===== src/rtl/motor_sup_pkg.sv =====
`default_nettype none
// motor_sup_pkg: state encodings, fault bit positions and a width helper
// shared by the N-axis motor supervisor. Rev 1.0
package motor_sup_pkg;

  typedef logic [1:0] axis_state_t;

  localparam axis_state_t ST_DISABLED = 2'b00;
  localparam axis_state_t ST_RUN      = 2'b01;
  localparam axis_state_t ST_FAULT    = 2'b10;

  localparam int FLT_LIMIT = 0;
  localparam int FLT_STALL = 1;
  localparam int FLT_JUMP  = 2;

  // Ceiling log2; callers clamp a zero result to one bit.
  function automatic int sup_clog2(input int value);
    int result;
    result = 0;
    for (int v = value - 1; v > 0; v = v >> 1) begin
      result++;
    end
    return result;
  endfunction

endpackage
`default_nettype wire


===== src/rtl/motor_axis_supervisor.sv =====
`default_nettype none
// motor_axis_supervisor: one axis of DISABLED/RUN/FAULT gating with latched
// limit, stall and encoder-jump faults. Rev 1.0
module motor_axis_supervisor
  import motor_sup_pkg::*;
#(
  parameter int POS_W        = 32,
  parameter int CTRL_W       = 16,
  parameter int STALL_THRESH = 24000,
  parameter int STALL_CYCLES = 1000000,
  parameter int MAX_STEP     = 64
) (
  input  logic                     clk,
  input  logic                     reset_n,
  input  logic                     enable_i,
  input  logic                     fault_clear_i,
  input  logic signed [POS_W-1:0]  pos_min_i,
  input  logic signed [POS_W-1:0]  pos_max_i,
  input  logic signed [POS_W-1:0]  pos_i,
  input  logic signed [CTRL_W-1:0] ctrl_i,
  input  logic                     dir1_i,
  input  logic                     dir2_i,
  input  logic                     pwm_i,
  output logic                     dir1_o,
  output logic                     dir2_o,
  output logic                     pwm_o,
  output logic [1:0]               state_o,
  output logic [1:0]               state_next_o,
  output logic [2:0]               fault_code_o
);

  localparam int CNT_W = (sup_clog2(STALL_CYCLES) > 0) ? sup_clog2(STALL_CYCLES) : 1;
  localparam logic [CNT_W-1:0]  CNT_LAST    = CNT_W'(STALL_CYCLES - 1);
  localparam logic [CNT_W-1:0]  CNT_MAX     = '1;
  localparam logic [CTRL_W-1:0] CTRL_THRESH = CTRL_W'(STALL_THRESH);
  localparam logic [CTRL_W-1:0] CTRL_SAT    = {1'b0, {(CTRL_W-1){1'b1}}};
  localparam logic [POS_W:0]    STEP_LIMIT  = (POS_W+1)'(MAX_STEP);

  axis_state_t              state_q, state_d;
  logic                     armed_q, armed_d;
  logic [2:0]               fault_code_q, fault_code_d;
  logic [CNT_W-1:0]         stall_cnt_q, stall_cnt_d;
  logic signed [POS_W-1:0]  pos_prev_q;
  logic                     pwm_q, dir1_q, dir2_q;
  logic                     pwm_d, dir1_d, dir2_d;

  logic signed [POS_W:0]    step;
  logic [POS_W:0]           step_abs;
  logic [CTRL_W-1:0]        ctrl_abs;
  logic                     lim_en, ctrl_pos, ctrl_neg;
  logic                     lim_flt, stall_cond, stall_flt, jump_flt;
  logic [2:0]               flt;

  // One extra bit so a wrap across the signed extremes reads as a huge step.
  assign step     = {pos_i[POS_W-1], pos_i} - {pos_prev_q[POS_W-1], pos_prev_q};
  assign step_abs = step[POS_W] ? -step : step;
  assign ctrl_abs = !ctrl_i[CTRL_W-1] ? ctrl_i :
                    (~|ctrl_i[CTRL_W-2:0]) ? CTRL_SAT : -ctrl_i;

  assign lim_en     = !(pos_min_i > pos_max_i);
  assign ctrl_pos   = !ctrl_i[CTRL_W-1] && (ctrl_i != '0);
  assign ctrl_neg   = ctrl_i[CTRL_W-1];
  assign lim_flt    = lim_en && (((pos_i > pos_max_i) && ctrl_pos) ||
                                 ((pos_i < pos_min_i) && ctrl_neg));
  assign stall_cond = (ctrl_abs >= CTRL_THRESH) && (pos_i == pos_prev_q);
  assign stall_flt  = stall_cond && (stall_cnt_q >= CNT_LAST);
  assign jump_flt   = step_abs > STEP_LIMIT;

  always_comb begin
    flt            = 3'b000;
    flt[FLT_LIMIT] = lim_flt;
    flt[FLT_STALL] = stall_flt;
    flt[FLT_JUMP]  = jump_flt;
  end

  always_ff @(posedge clk or negedge reset_n) begin
    if (!reset_n) begin
      state_q      <= ST_DISABLED;
      armed_q      <= 1'b0;
      fault_code_q <= 3'b000;
      stall_cnt_q  <= '0;
      pos_prev_q   <= '0;
      pwm_q        <= 1'b0;
      dir1_q       <= 1'b0;
      dir2_q       <= 1'b0;
    end else begin
      state_q      <= state_d;
      armed_q      <= armed_d;
      fault_code_q <= fault_code_d;
      stall_cnt_q  <= stall_cnt_d;
      pos_prev_q   <= pos_i;
      pwm_q        <= pwm_d;
      dir1_q       <= dir1_d;
      dir2_q       <= dir2_d;
    end
  end

  always_comb begin
    state_d      = state_q;
    fault_code_d = fault_code_q;
    case (state_q)
      ST_DISABLED: begin
        if (enable_i && armed_q) state_d = ST_RUN;
      end
      ST_RUN: begin
        if (|flt) begin
          state_d      = ST_FAULT;
          fault_code_d = flt;
        end else if (!enable_i) begin
          state_d = ST_DISABLED;
        end
      end
      ST_FAULT: begin
        if (fault_clear_i) begin
          state_d      = ST_DISABLED;
          fault_code_d = 3'b000;
        end
      end
      default: begin
        state_d      = ST_FAULT;
        fault_code_d = 3'b000;
      end
    endcase

    // A held enable must be released before the axis can run again.
    if ((state_d == ST_FAULT) && (state_q != ST_FAULT)) begin
      armed_d = 1'b0;
    end else if (!enable_i) begin
      armed_d = 1'b1;
    end else begin
      armed_d = armed_q;
    end

    if ((state_q == ST_RUN) && (state_d == ST_RUN) && stall_cond) begin
      stall_cnt_d = (stall_cnt_q == CNT_MAX) ? stall_cnt_q : stall_cnt_q + 1'b1;
    end else begin
      stall_cnt_d = '0;
    end
  end

  always_comb begin
    pwm_d  = (state_q == ST_RUN) && pwm_i;
    dir1_d = (state_q == ST_RUN) && dir1_i;
    dir2_d = (state_q == ST_RUN) && dir2_i;
  end

  assign pwm_o        = pwm_q;
  assign dir1_o       = dir1_q;
  assign dir2_o       = dir2_q;
  assign state_o      = state_q;
  assign state_next_o = state_d;
  assign fault_code_o = fault_code_q;

endmodule
`default_nettype wire


===== src/rtl/motor_supervisor_nch.sv =====
`default_nettype none
// motor_supervisor_nch: N-axis safety gate between PID/PWM generators and the
// H-bridges, with fault status readback and a scanned debug LED bank. Rev 1.0
module motor_supervisor_nch
  import motor_sup_pkg::*;
#(
  parameter int N_AXES          = 2,
  parameter int POS_W           = 32,
  parameter int CTRL_W          = 16,
  parameter int STALL_THRESH    = 24000,
  parameter int STALL_CYCLES    = 1000000,
  parameter int MAX_STEP        = 64,
  parameter int LED_SCAN_CYCLES = 50000000
) (
  input  logic                       clk,
  input  logic                       reset_n,
  input  logic [N_AXES-1:0]          enable,
  input  logic [N_AXES-1:0]          fault_clear,
  input  logic [N_AXES*POS_W-1:0]    pos_min,
  input  logic [N_AXES*POS_W-1:0]    pos_max,
  input  logic [N_AXES*POS_W-1:0]    actual_pos,
  input  logic [N_AXES*CTRL_W-1:0]   ctrl_in,
  input  logic [N_AXES-1:0]          dir1_in,
  input  logic [N_AXES-1:0]          dir2_in,
  input  logic [N_AXES-1:0]          pwm_in,
  output logic [N_AXES-1:0]          dir1_out,
  output logic [N_AXES-1:0]          dir2_out,
  output logic [N_AXES-1:0]          pwm_out,
  output logic [N_AXES*2-1:0]        axis_state,
  output logic [N_AXES*3-1:0]        fault_code,
  output logic                       any_fault,
  output logic [3:0]                 led
);

  localparam int SCAN_W = (sup_clog2(LED_SCAN_CYCLES) > 0) ? sup_clog2(LED_SCAN_CYCLES) : 1;
  localparam int IDX_W  = (sup_clog2(N_AXES) > 0) ? sup_clog2(N_AXES) : 1;
  localparam logic [SCAN_W-1:0] SCAN_LAST = SCAN_W'(LED_SCAN_CYCLES - 1);
  localparam logic [IDX_W-1:0]  IDX_LAST  = IDX_W'(N_AXES - 1);

  axis_state_t         state_w      [N_AXES];
  axis_state_t         state_next_w [N_AXES];
  logic [N_AXES-1:0]   fault_next;

  logic [SCAN_W-1:0]   scan_cnt_q, scan_cnt_d;
  logic [IDX_W-1:0]    scan_idx_q, scan_idx_d;
  logic                heartbeat_q, heartbeat_d;
  logic                any_fault_q;
  logic                scan_step;

  for (genvar i = 0; i < N_AXES; i++) begin : g_axis
    motor_axis_supervisor #(
      .POS_W        (POS_W),
      .CTRL_W       (CTRL_W),
      .STALL_THRESH (STALL_THRESH),
      .STALL_CYCLES (STALL_CYCLES),
      .MAX_STEP     (MAX_STEP)
    ) u_axis (
      .clk           (clk),
      .reset_n       (reset_n),
      .enable_i      (enable[i]),
      .fault_clear_i (fault_clear[i]),
      .pos_min_i     (pos_min[i*POS_W +: POS_W]),
      .pos_max_i     (pos_max[i*POS_W +: POS_W]),
      .pos_i         (actual_pos[i*POS_W +: POS_W]),
      .ctrl_i        (ctrl_in[i*CTRL_W +: CTRL_W]),
      .dir1_i        (dir1_in[i]),
      .dir2_i        (dir2_in[i]),
      .pwm_i         (pwm_in[i]),
      .dir1_o        (dir1_out[i]),
      .dir2_o        (dir2_out[i]),
      .pwm_o         (pwm_out[i]),
      .state_o       (state_w[i]),
      .state_next_o  (state_next_w[i]),
      .fault_code_o  (fault_code[i*3 +: 3])
    );

    assign axis_state[i*2 +: 2] = state_w[i];
    assign fault_next[i]        = (state_next_w[i] == ST_FAULT);
  end

  always_comb begin
    scan_step   = (scan_cnt_q == SCAN_LAST);
    scan_cnt_d  = scan_step ? '0 : scan_cnt_q + 1'b1;
    scan_idx_d  = scan_idx_q;
    heartbeat_d = heartbeat_q ^ scan_step;
    if (scan_step) begin
      scan_idx_d = (scan_idx_q == IDX_LAST) ? '0 : scan_idx_q + 1'b1;
    end
  end

  // any_fault follows the next-state so it lands on the same edge as the state.
  always_ff @(posedge clk or negedge reset_n) begin
    if (!reset_n) begin
      scan_cnt_q  <= '0;
      scan_idx_q  <= '0;
      heartbeat_q <= 1'b0;
      any_fault_q <= 1'b0;
    end else begin
      scan_cnt_q  <= scan_cnt_d;
      scan_idx_q  <= scan_idx_d;
      heartbeat_q <= heartbeat_d;
      any_fault_q <= |fault_next;
    end
  end

  assign any_fault = any_fault_q;
  assign led = {heartbeat_q,
                pwm_out[scan_idx_q],
                state_w[scan_idx_q] == ST_FAULT,
                state_w[scan_idx_q] == ST_RUN};

endmodule
`default_nettype wire

===== config.mk =====
export PLATFORM = sky130hd
export DESIGN_NAME = motor_supervisor_nch
export DESIGN_NICKNAME = d
export VERILOG_FILES = /design/src/rtl/motor_sup_pkg.sv /design/src/rtl/motor_axis_supervisor.sv /design/src/rtl/motor_supervisor_nch.sv
export SDC_FILE = /design/constraint.sdc
export NUM_CORES = 1
export LEC_CHECK = 0
export BUFFER_PORTS_ARGS = -buffer_cell sky130_fd_sc_hd__buf_2
export CAP_MARGIN = 10
export CELL_PAD_IN_SITES_DETAIL_PLACEMENT = 1
export CELL_PAD_IN_SITES_GLOBAL_PLACEMENT = 1
export CORE_ASPECT_RATIO = 0.5
export CORE_MARGIN = 2
export CORE_UTILIZATION = 45
export CTS_CLUSTER_SIZE = 8
export DETAILED_ROUTE_END_ITERATION = 10
export GPL_ROUTABILITY_DRIVEN = 0
export PLACE_DENSITY = 0.89
export SYNTH_ARGS = -nofsm -noshare
export SYNTH_HDL_FRONTEND = slang
export SYNTH_SLANG_ARGS = --single-unit

===== constraint.sdc =====
create_clock -name clk -period 8.8 [get_ports clk]
set_clock_uncertainty 0.05 [all_clocks]
set_input_delay 0.88 -clock clk [delete_from_list [all_inputs] [get_ports clk]]
set_output_delay 0.88 -clock clk [all_outputs]
set_load 0.03 [all_outputs]

# Word-level counts from Yosys, hierarchy flattened
# Cells that the tools add are included.
# word_totals
reg_bits,151
word_cells,153
# op_classes
order_cmp,14
n_eq_ne,25
reduce_logical,43
n_mux,37
add_sub_neg,10
n_bitwise,4
# ops
operator,n
32-bit > comparator,4
20-bit two-way mux,4
"33-bit by 7-bit > comparator with 1-bit output, second input constant",2
33-bit two-way mux,2
33-bit negation,2
32-bit by 32-bit subtractor with 33-bit output,2
32-bit equality test,2
32-bit < comparator,2
16-bit two-way mux,4
"20-bit by 1-bit adder with 20-bit output, second input constant",2
"20-bit equality test, second input constant",2
"20-bit >= comparator, second input constant",2
"16-bit by 15-bit >= comparator with 1-bit output, second input constant",2
16-bit negation,2
16-bit nonzero test,2
15-bit OR reduction,2
"26-bit by 1-bit adder with 26-bit output, second input constant",1
"26-bit equality test, second input constant",1
1-bit logical AND,26
26-bit two-way mux,1
2-bit two-way mux,11
3-bit one-hot mux with 3 select lines,2
3-bit two-way mux,4
"2-bit inequality test, second input constant",6
17 further kinds,43

# Logic depth before layout (Yosys ltp)
# Gate-level depths: netlist of run 1.
# logic_depth
word_depth,13
mapped_depth,19
depth_no_buf,16

# Hierarchy
# A second synthesis of run 1 with hierarchy kept.
# unflattened
cells_unflattened,2291
hier_area_um2,18029.8
# modules_own_cells
module,area_per_inst_um2,seq_area_each_um2,cells_per_inst,n_inst
motor_axis_supervisor at g_axis[0].u_axis,8331.7,1526.5,1078,1
motor_axis_supervisor at g_axis[1].u_axis,8210.4,1526.5,1069,1
motor_supervisor_nch,1487.7,725.7,144,1

# Worst setup path after synthesis of run 1
# Ideal clock, no wire load.
# synth_path
kind,input-to-reg
from,input port actual_pos[32]
to,register g_axis[1].u_axis.stall_cnt_q[16]
t_arrival_ns,4.858
setup_ns,0.080
cell_stages,17
path_slack_ns,3.811
required_ns,8.670
path_cell_list,inv_1 ha_1 fa_1 nor2b_4 o221ai_4 a211o_1 a32oi_2 xor2_1 o21bai_4 or4_4 a2111oi_2 a211oi_1 or4_4 nor4b_4 nand3_2 buf_6 nor3_2
# synth_between
elab_chain_len,11
# synth_lines
item,line,text
from (decl),motor_supervisor_nch.sv:21,"input logic [N_AXES*POS_W-1:0] actual_pos,"
32-bit by 32-bit subtractor with 33-bit output (tied with other cells),motor_axis_supervisor.sv:55,"assign step = {pos_i[POS_W-1], pos_i} - {pos_prev_q[POS_W-1], pos_prev_q};"
33-bit negation (tied with other cells),motor_axis_supervisor.sv:56,assign step_abs = step[POS_W] ? -step : step;
33-bit two-way mux or 1-bit logical OR (tied branches),"motor_axis_supervisor.sv:56, motor_axis_supervisor.sv:63",
33-bit by 7-bit > comparator with 1-bit output or 1-bit logical AND (tied branches),"motor_axis_supervisor.sv:67, motor_axis_supervisor.sv:63",
3-bit OR reduction,motor_axis_supervisor.sv:106,if (|flt) begin
2-bit two-way mux,motor_axis_supervisor.sv:106,
2-bit one-hot mux with 3 select lines,motor_axis_supervisor.sv:101,case (state_q)
2-bit by 1-bit equality test with 1-bit output,motor_axis_supervisor.sv:134,if ((state_q == ST_RUN) && (state_d == ST_RUN) && stall_cond) begin
1-bit logical AND,motor_axis_supervisor.sv:134,
1-bit logical AND (*),motor_axis_supervisor.sv:134,
2-bit inequality test (no line) or 20-bit two-way mux (tied branches),--,
to (signal assigned),motor_axis_supervisor.sv:90,stall_cnt_q <= stall_cnt_d;
to (decl),motor_axis_supervisor.sv:42,"logic [CNT_W-1:0] stall_cnt_q, stall_cnt_d;"
# Mark *: on every way between the ends. The rest lies on a longest branch, timed or not.
# A chain may end at the register's enable or synchronous reset.

# Worst setup path after layout of run 1
# layout_path
from,input port actual_pos[5]
to,register g_axis[0].u_axis.stall_cnt_q[18]
# layout_between
elab_chain_len,11
# layout_lines
item,line
32-bit by 32-bit subtractor with 33-bit output (tied with other cells),motor_axis_supervisor.sv:55
33-bit negation (tied with other cells),motor_axis_supervisor.sv:56
33-bit two-way mux or 1-bit logical OR (tied branches),"motor_axis_supervisor.sv:56, motor_axis_supervisor.sv:63"
33-bit by 7-bit > comparator with 1-bit output or 1-bit logical AND (tied branches),"motor_axis_supervisor.sv:67, motor_axis_supervisor.sv:63"
3-bit OR reduction,motor_axis_supervisor.sv:106
2-bit two-way mux,motor_axis_supervisor.sv:106
2-bit one-hot mux with 3 select lines,motor_axis_supervisor.sv:101
2-bit by 1-bit equality test with 1-bit output,motor_axis_supervisor.sv:134
1-bit logical AND,motor_axis_supervisor.sv:134
1-bit logical AND (*),motor_axis_supervisor.sv:134
2-bit inequality test (no line) or 20-bit two-way mux (tied branches),--
to (signal assigned),motor_axis_supervisor.sv:90
to (decl),motor_axis_supervisor.sv:42
# Marked as above.

==> results of run 1 <==
==> registers in the layout, indices dropped and copies added, names as in the netlist <==
| signal | cells |
|---|---|
| g_axis.u_axis.pos_prev_q | 64 |
| g_axis.u_axis.stall_cnt_q | 40 |
| scan_cnt_q | 26 |
| g_axis.u_axis.fault_code_o | 6 |
| g_axis.u_axis.state_o | 4 |
| g_axis.u_axis.armed_q | 2 |
| g_axis.u_axis.dir1_o | 2 |
| g_axis.u_axis.dir2_o | 2 |
| g_axis.u_axis.pwm_o | 2 |
| any_fault | 1 |
| heartbeat_q | 1 |
| scan_idx_q | 1 |
==> area by class of cell <==
cell class	instances	area, um2
fillers	4936	18900
multi-input cells	1824	13200
flip-flops and latches	151	3780
repair buffers	260	1320
inverters	232	871
well taps	530	663
clock buffers	18	439
clock inverters	14	173
diodes	10	25.0
==> routing by layer <==
metal	up-vias	share of wire (%)	track usage [%]
li1	8837	-	-
met1	9272	41	34.7
met2	577	50	53.4
met3	192	4.5	4.77
met4	0	5.0	15.5
met5	-	0	0
==> how the worst max path moves through the flow <==
stage                    from                          endpoint  slack (ns)  cells past startpoint
6_report        actual_pos[5]  g_axis[0].u_axis.stall_cnt_q[18]        3.02                     15
5_1_grt        actual_pos[10]  g_axis[0].u_axis.stall_cnt_q[18]        2.51                     15
2_1_floorplan  actual_pos[32]  g_axis[1].u_axis.stall_cnt_q[16]        3.81                     17
3_3_place_gp    actual_pos[0]  g_axis[0].u_axis.stall_cnt_q[14]        2.93                     17
4_1_cts         actual_pos[5]  g_axis[0].u_axis.stall_cnt_q[18]        3.11                     15
3_5_place_dp    actual_pos[0]  g_axis[0].u_axis.stall_cnt_q[18]        2.68                     17
==> per-stage QoR <==
step                cell area [um2]  power [mW]  util [%]
detailed placement            19800        1.94      50.3
CTS                           20400        2.75      51.9
finish                        20500        2.77      52.0
floorplan                     18200        1.57         -
global route                  20500        2.92      52.0
global placement              19800        1.89      50.3
==> worst reg2reg max path, delay by kind of cell, from the launching register on <==
family / cells / cell delay, ns
and+or+nand+nor: 8 / 2.51
xor gates and xnor gates: 1 / 0.27
AOI/OAI and AO/OA: 4 / 1.83
DFF: 1 / 0.33
buffers and inverters: 1 / 0.04
adders and majority gates: 1 / 0.46
==> cell families after synthesis <==
group                      synth area share (%)
buffers and inverters                      6.74
adders and majority gates                  18.2
muxes                                     0.943
and+or+nand+nor                            23.1
xor gates and xnor gates                   5.21
DFF                                        20.8
AOI/OAI and AO/OA                          25.0
==> synth_stat cells (8+ instances only) <==
cell / instances
o22ai_1: 13
nand2b_1: 25
o211a_1: 13
nand3_1: 76
clkbuf_1: 33
a21oi_1: 144
nor4_1: 25
o21ai_1: 15
o31ai_1: 16
buf_2: 25
a31oi_1: 29
ha_1: 261
xnor2_1: 48
or4_1: 14
nand2_1: 173
a21oi_2: 8
dfrtp_1: 151
or2_2: 12
a211oi_1: 21
and3_1: 37
a2111oi_0: 8
nor2b_1: 26
nor2_1: 156
and4_1: 20
inv_1: 231
buf_4: 9
nor3_1: 58
mux2i_1: 9
o21ai_0: 104
a211o_1: 13
nand4_1: 75
o21a_1: 28
o211ai_1: 26
and2_1: 27
or3_1: 20
a21o_1: 85
xor2_1: 57
==> where the power goes <==
group	switching, mW	internal (mW)	total, mW
sequential	0.0303	0.735	0.765
clock	0.336	0.455	0.791
combinational	0.779	0.431	1.21
total	1.15	1.62	2.77
==> reports/summary.txt, run 1 <==
WP data arrival: 6.10 ns
LEAKAGE: 9.96 nW
Total gr overflow: 0
Asr flop ratio synth: 100%
Reg2reg end: g_axis[0].u_axis.stall_cnt_q[18]
Slowest Stage Delay on Critical Path: 0.77 ns
EDFF count, synth: 0
Pre-Repair DR Iteration Count: 7
Most used cell, CP: and4_1
Pins Over Slew Limit: 0
R2R cell count: 15
Detailed Place HPWL: 50300 um
Chip height: 146 um
Core ar.: 39400 um2
Starting density of the core: 46.2%
Final Critical Period: 5.78 ns
Most frequent cells in the layout: 261 x ha_1, 255 x buf_2, 231 x inv_1, 173 x nand2_1, 156 x nor2_1
Post-Synthesis Cells: 2278
Top cell type's share of synthesized area: 20.8%
CP startpoint kind: input port
All-Layer GR Usage: 30.0%
Post-synthesis register bit count: 151
Worst-path fanout max: 20
Ys Warns: 0
First-pass GRT wire length: 103000 um
DP Cell Count: 2996
Slew headroom: 27.6%
Final period utilization: 65.7%
Initial antenna violation count: 12
Vias: 18900
Die area: 42100 um2
Vias in the first global route: 20200
Most common flop cell mapped by yosys: dfrtp_1
Layout cells sized above 1: 14.7%
Register-to-register setup slack: 3.22 ns
Worst hold slack: 0.396 ns
Post-CTS Setup Bufs: 0
Post-DRT Antenna Nets: 0
Clock slew at reported path FFs: 0.07 ns
Sequential fraction of the synthesis area: 20.8%
Commonest non-fill, non-tap cell in the layout: ha_1
Min-delay worst type: in -> async
Hold-fix buffer count after cts: 0
Post-synth cell types: 108
R2r startpoint: g_axis[0].u_axis.pos_prev_q[5]
Outcome: finished, final reports clean
Max stage delay cell, worst path: a211oi_1
Max Fclk: 0.173 GHz
TNS Setup: 0 ns
Syn nets: 2777
Max-Cap Viols: 0
Number of core rows: 51
DRC: 0
Avg WL per Cell: 20.9 um
Synthesized area: 18200 um2
NumNets Final: 2985
Crit-path cells: buf_2, ha_1, and2_1, o211ai_1, a21boi_0, nor2_1, xnor2_1, a211oi_1, and4_1, nand4_1, a211o_1, nor4_1, and4_1, nand3_2, nor3_2
Largest net degree at the start of global routing: 81
Worst path bufs/invs: 1
Worst Tran Pin Value: 1.08 ns
Maximum clock path buffer count: 2
Cell family with most CP delay: simple AND/OR/NAND/NOR gates
Final Hold Viols: 0
Final Routed Wirelength: 63400 um
Place WS: 2.68 ns
Data required time at the worst endpoint: 9.12 ns
Detailed router's first-iteration violation count: 1186
Clock sinks: 151
Worst Setup Path Type: in -> reg
RSZ-0062 raised after global routing: false
Clk_lat worst skew: 0.47 ns
VDD IR max: 0.124 mV
Cell Pwr Density: 135 nW/um2
CTS buffer count: 17
H-tree levels: 4
IO Count: 257
Die Wd: 288 um
Post-CTS sizing: 0
Final std cells w/o fill: 3039
Setup Viol. Count Final: 0
PnR worst setup slack: 3.02 ns
Buffers added on ports: 256
Area leader, netlist: dfrtp_1
Synth area leaders: dfrtp_1 21%, ha_1 18%, inv_1 4.8%, a21oi_1 4.0%, nand2_1 3.6%
CTS tree: built
Clock Root Buffer: clkbuf_16
Syn avg cell area: 7.98 um2
Critical Path Sink Type: flip-flop
Vias per Instance: 6.21
Layout area overhead: 12.5%
No activity file was read; power rests on OpenSTA's default activity.
==> run 2: changes to the inputs <==
Settings changed: CORE_UTILIZATION 45 to 44, PLACE_DENSITY 0.89 to 0.87.
Clock period 8.8 ns to 5.4 ns, I/O delays scaled along.
==> run 2 against run 1 <==
Utilization shrank 0.99 points. Register-to-register slack lost 2.9 ns. Global-route usage down 0.98 points. Count of clock-buffer cells in the layout grew 2. First-iteration DRC count down 9.5%. Critical path depth is 1 higher. Non-clock buffer count grew 35. Clock power grew 50%. Critical endpoint is now g_axis[1].u_axis.fault_code_o[2].
==> reports/summary.txt, run 2 (synthesis results as in run 1) <==
Outcome: finished, final reports clean
Maximum clock path buffer count: 2
Buffers added on ports: 256
Data required time at the worst endpoint: 5.69 ns
CTS buffer count: 17
Slew headroom: 35.5%
Top reg by flops: g_axis.u_axis.pos_prev_q
All-Layer GR Usage: 29.0%
Largest net degree at the start of global routing: 54
Min-delay worst type: in -> reg
Detailed router's first-iteration violation count: 1073
Worst hold slack: 0.164 ns
NumNets Final: 3020
Post-DRT Antenna Nets: 0
LEAKAGE: 10.1 nW
Worst Tran Pin Value: 0.952 ns
DP Cell Count: 3039
Vias per Instance: 6.14
Number of core rows: 52
TNS Setup: 0 ns
CTS tree: built
Largest register FFs: 64
Final period utilization: 93.4%
Internal power: 2.60 mW
VDD IR max: 0.242 mV
Worst-path fanout max: 6
PnR worst setup slack: 0.359 ns
DRC: 0
Clock Root Buffer: clkbuf_16
Clk_lat worst skew: 0.45 ns
Switching fraction of total power: 41.6%
Fin area: 20700 um2
Max-Cap Viols: 0
Clock slew at reported path FFs: 0.07 ns
Layout area overhead: 13.8%
Pins Over Slew Limit: 0
Place WS: -0.332 ns
Layout cells sized above 1: 15.8%
Critical Path Sink Type: flip-flop
H-tree levels: 4
Overall Power: 4.45 mW
Total gr overflow: 0
Post-CTS Setup Bufs: 0
Setup Viol. Count Final: 0
Clock Power Share: 26.7%
Avg WL per Cell: 20.5 um
WP data arrival: 5.33 ns
Clock sinks: 151
Comb pwr share: 45.3%
Max Fclk: 0.198 GHz
CP startpoint kind: flip-flop
Worst Setup Path Type: reg -> reg
RSZ-0062 raised after global routing: false
Die area: 43100 um2
IO Count: 257
Final Hold Viols: 0
Biggest regs: g_axis.u_axis.pos_prev_q (64), g_axis.u_axis.stall_cnt_q (40), scan_cnt_q (26)
Final Routed Wirelength: 63200 um
Starting density of the core: 44.8%
Pre-Repair DR Iteration Count: 7
First-pass GRT wire length: 102000 um
Die Wd: 291 um
Core Util, Final: 51.0%
Final Critical Period: 5.04 ns
Sequential power share: 28.1%
Vias: 18900
Detailed Place HPWL: 51200 um
Placed inst area: 20100 um2
Core ar.: 40600 um2
Most frequent cells in the layout: 261 x ha_1, 256 x buf_2, 231 x inv_1, 173 x nand2_1, 156 x nor2_1
Cell Pwr Density: 215 nW/um2
Vias in the first global route: 19800
Initial antenna violation count: 6
Chip height: 148 um
Final std cells w/o fill: 3078
Commonest non-fill, non-tap cell in the layout: ha_1
Psw: 1.85 mW
run 2: changes by cell type in the layout (fill, tap and decap cells not counted), sizes merged:
cell | previous run | this run
clkinv | 7 | 6
bufinv | 3 | 1
dlygate4sd3 | 0 | 1
clkinvlp | 2 | 1
inv | 234 | 236
diode | 10 | 4
buf | 260 | 294
clkbuf | 18 | 20
run 2: metal layers:
| layer | global-route usage (%) | up-vias | wire length (um) |
|---|---|---|---|
| met3 | 3.67 | 174 | 2740 |
| met4 | 12.3 | 2 | 2550 |
| li1 | - | 8895 | - |
| met5 | 0 | - | 13 |
| met1 | 33.8 | 9319 | 26000 |
| met2 | 53.9 | 511 | 31900 |
run 2: worst max-delay path: stages, from the launching register on:
cell and delay, ns:
dfrtp_1 0.37, ha_1 0.21, fa_1 0.45, nor2b_4 0.17, o221ai_4 0.16, a31o_2 0.29, a211o_1 0.34, a21boi_2 0.19
o21ai_1 0.17, nor4_2 0.56, nand3_1 0.31, o211a_1 0.31, nor4b_1 0.34, nor4b_4 0.48, buf_4 0.23, nand2_1 0.06
a21bo_2 0.23
run 2: layout make-up:
type,instances,area (um2)
well taps,540,676
clock inverters,12,114
fillers,5155,19900
multi-input cells,1824,13200
inverters,232,871
repair buffers,295,1600
diodes,4,10.0
flip-flops and latches,151,3780
clock buffers,20,457
run 2: final timing paths:
| path | from | to | slack, ns | depth (start not counted) |
|---|---|---|---|---|
| worst max-delay path | g_axis[1].u_axis.pos_prev_q[0] | g_axis[1].u_axis.fault_code_o[2] | 0.36 | 16 |
| worst min-delay path | actual_pos[0] | g_axis[0].u_axis.pos_prev_q[0] | 0.16 | 1 |
| worst max register to register | g_axis[1].u_axis.pos_prev_q[0] | g_axis[1].u_axis.fault_code_o[2] | 0.36 | 16 |
| worst min register to register | heartbeat_q | heartbeat_q | 0.42 | 1 |
| max in group asynchronous | reset_n | g_axis[1].u_axis.pos_prev_q[21] | 3.62 | 3 |
| min in group asynchronous | reset_n | g_axis[0].u_axis.pos_prev_q[8] | 0.56 | 2 |
run 2: power groups by stage:
stage | Clock [mW] | Combinational [mW] | Sequential, mW
floorplan | 0 | 1.26 | 1.31
global placement | 0 | 1.88 | 1.26
detailed placement | 0 | 1.96 | 1.27
CTS | 1.20 | 1.98 | 1.25
global route | 1.24 | 2.20 | 1.26
finish | 1.19 | 2.01 | 1.25
run 2: repair_timing:
action                                 in CTS  in global routing
hold buffers                                1                  0
endpoints found under the hold margin       3                  0
gates resized for setup                     0                  1
setup endpoints to repair                   0                  1
==> run 3: changes to the inputs <==
--- a/config.mk
+++ b/config.mk
@@ -16,4 +16,5 @@
 export DETAILED_ROUTE_END_ITERATION = 10
 export GPL_ROUTABILITY_DRIVEN = 0
+export GPL_TIMING_DRIVEN = 0
 export PLACE_DENSITY = 0.87
 export SYNTH_ARGS = -nofsm -noshare
==> constraint.sdc (replaced) <==
create_clock -name clk -period 5.4 [get_ports clk]
set_clock_uncertainty 0.05 [all_clocks]
set_input_delay 1.08 -clock clk [delete_from_list [all_inputs] [get_ports clk]]
set_output_delay 1.08 -clock clk [all_outputs]
set_load 0.03 [all_outputs]
==> run 3 against run 2 <==
Total power grew 3.5%. Utilization up 1.8 points. Critical path depth grew 2. Sequential cell count did not move. Sequential power barely moved. Cell count grew 1.8%.
==> reports/summary.txt, run 3 (synthesis results as in run 1) <==
WP data arrival: 5.65 ns
Clock Power Share: 27.6%
Crit-path cells: buf_2, ha_1, buf_2, and3_1, and3b_1, a21boi_2, o41a_1, xnor2_4, nand3b_4, or4_4, or3_4, or3_1, a21oi_1, and4_4, buf_6, nand3_4, buf_8, nor3_2
Final Critical Period: 5.32 ns
VDD IR max: 0.239 mV
Data required time at the worst endpoint: 5.73 ns
First-pass GRT wire length: 104000 um
Comb pwr share: 45.4%
Internal power: 2.67 mW
Vias in the first global route: 20200
Cell Pwr Density: 215 nW/um2
Pins Over Slew Limit: 0
Maximum clock path buffer count: 2
Switching fraction of total power: 42.0%
Commonest non-fill, non-tap cell in the layout: buf_2
CTS buffer count: 17
Die Wd: 291 um
All-Layer GR Usage: 29.6%
DP Cell Count: 3075
Final std cells w/o fill: 3132
Worst Tran Pin Value: 0.948 ns
Final period utilization: 98.5%
Biggest regs: g_axis.u_axis.pos_prev_q (64), g_axis.u_axis.stall_cnt_q (40), scan_cnt_q (26)
Sequential power share: 27.0%
CP startpoint kind: input port
Worst-path fanout max: 9
Avg WL per Cell: 20.7 um
Layout fillers: 5055
Total gr overflow: 0
CTS tree: built
Vias: 19200
Layout area overhead: 17.7%
Detailed router's first-iteration violation count: 1155
Clock sinks: 151
Setup Viol. Count Final: 0
Most used cell, CP: buf_2
Starting density of the core: 44.8%
Max Fclk: 0.188 GHz
Min-delay worst type: reg -> reg
Overall Power: 4.60 mW
Number of core rows: 52
Clk_lat worst skew: 0.46 ns
Critical Path Sink Type: flip-flop
Final Hold Viols: 0
Largest net degree at the start of global routing: 101
Largest register FFs: 64
Layout cells sized above 1: 18.8%
Top reg by flops: g_axis.u_axis.pos_prev_q
Hold-fix buffer count after cts: 0
Max-Cap Viols: 0
Outcome: finished, final reports clean
Clock slew at reported path FFs: 0.07 ns
Slowest Stage Delay on Critical Path: 0.58 ns
Final Routed Wirelength: 64800 um
Chip height: 148 um
Worst Setup Path Type: in -> reg
Most frequent cells in the layout: 278 x buf_2, 261 x ha_1, 231 x inv_1, 173 x nand2_1, 153 x nor2_1
Slew headroom: 36.2%
Vias per Instance: 6.13
NumNets Final: 3076
PnR worst setup slack: 0.0795 ns
Place WS: -0.849 ns
DRC: 0
Initial antenna violation count: 4
Buffers added on ports: 256
Psw: 1.93 mW
Post-DRT Antenna Nets: 0
Clock Root Buffer: clkbuf_16
H-tree levels: 4
Detailed Place HPWL: 50700 um
LEAKAGE: 10.4 nW
Core ar.: 40600 um2
Pre-Repair DR Iteration Count: 5
IO Count: 257
Max stage delay cell, worst path: or4_4
Die area: 43100 um2
## run 3: cell count changes in the layout (fill, tap and decap cells not counted), moves of 5 or more
cell	delta
a21oi_2	+5
a21oi_1	-7
o21ai_2	+5
o21ai_0	-6
buf_2	+22
clkbuf_1	+26
## run 3: final cells by class
class	count	area [um2]	share of cell area, %
antenna	2	5.00	0.0234
buffer	68	365	1.71
clock buffer	18	439	2.05
clock inverter	14	161	0.754
inverter	232	871	4.07
multi-input combinational	1824	13600	63.5
sequential	151	3780	17.7
tap	540	676	3.16
timing repair buffer	283	1530	7.12
## run 3: worst max-delay path: cells and delay by family
kind | cells | cell delay (ns)
buf+inv | 4 | 0.68
compound gates | 3 | 0.86
simple gates | 9 | 2.47
xor+xnor | 1 | 0.24
fa+ha+maj | 1 | 0.30
## run 3: timing repair
item,in CTS,in global routing
cloned,0,1
endpoints found under the setup margin,52,53
resized for setup,26,70
buffers inserted,11,13
pin swaps,9,19
## run 3: per-layer routing
metal	up-vias	global-route usage (%)	routed length, um
met5	-	0	0
li1	9007	-	-
met1	9474	34.8	26700
met4	0	14.0	2900
met2	532	53.8	32600
met3	201	3.95	2640
## run 3: power by group through the flow
stage | combinational [mW] | sequential, mW | clock (mW)
6_report | 2.09 | 1.24 | 1.27
5_1_grt | 2.29 | 1.25 | 1.33
4_1_cts | 1.99 | 1.24 | 1.27
3_5_place_dp | 1.92 | 1.26 | 0
3_3_place_gp | 1.84 | 1.26 | 0
2_1_floorplan | 1.26 | 1.31 | 0
## run 3: worst paths after layout
kind	start	endpoint	slack, ns	cells after the start
setup / recovery	actual_pos[6]	g_axis[0].u_axis.stall_cnt_q[16]	0.08	18
hold / removal	scan_cnt_q[4]	scan_cnt_q[4]	0.42	1
setup reg to reg	g_axis[0].u_axis.pos_prev_q[6]	g_axis[0].u_axis.stall_cnt_q[16]	0.46	18
hold reg to reg	scan_cnt_q[4]	scan_cnt_q[4]	0.42	1
max in group asynchronous	reset_n	scan_cnt_q[1]	3.87	2
min in group asynchronous	reset_n	g_axis[0].u_axis.pos_prev_q[7]	0.53	1
## run 3: through the flow
step	hold slack [ns]	setup TNS [ns]	cell area (um2)	util [%]
after floorplan	0.389	0	18200	-
after global placement	0.404	-33.20	20100	49.6
after detailed placement	0.417	-37.83	20200	49.7
after CTS	0.420	0	21000	51.8
after global routing	0.444	-0.214	21400	52.7
final	0.423	0	21400	52.7
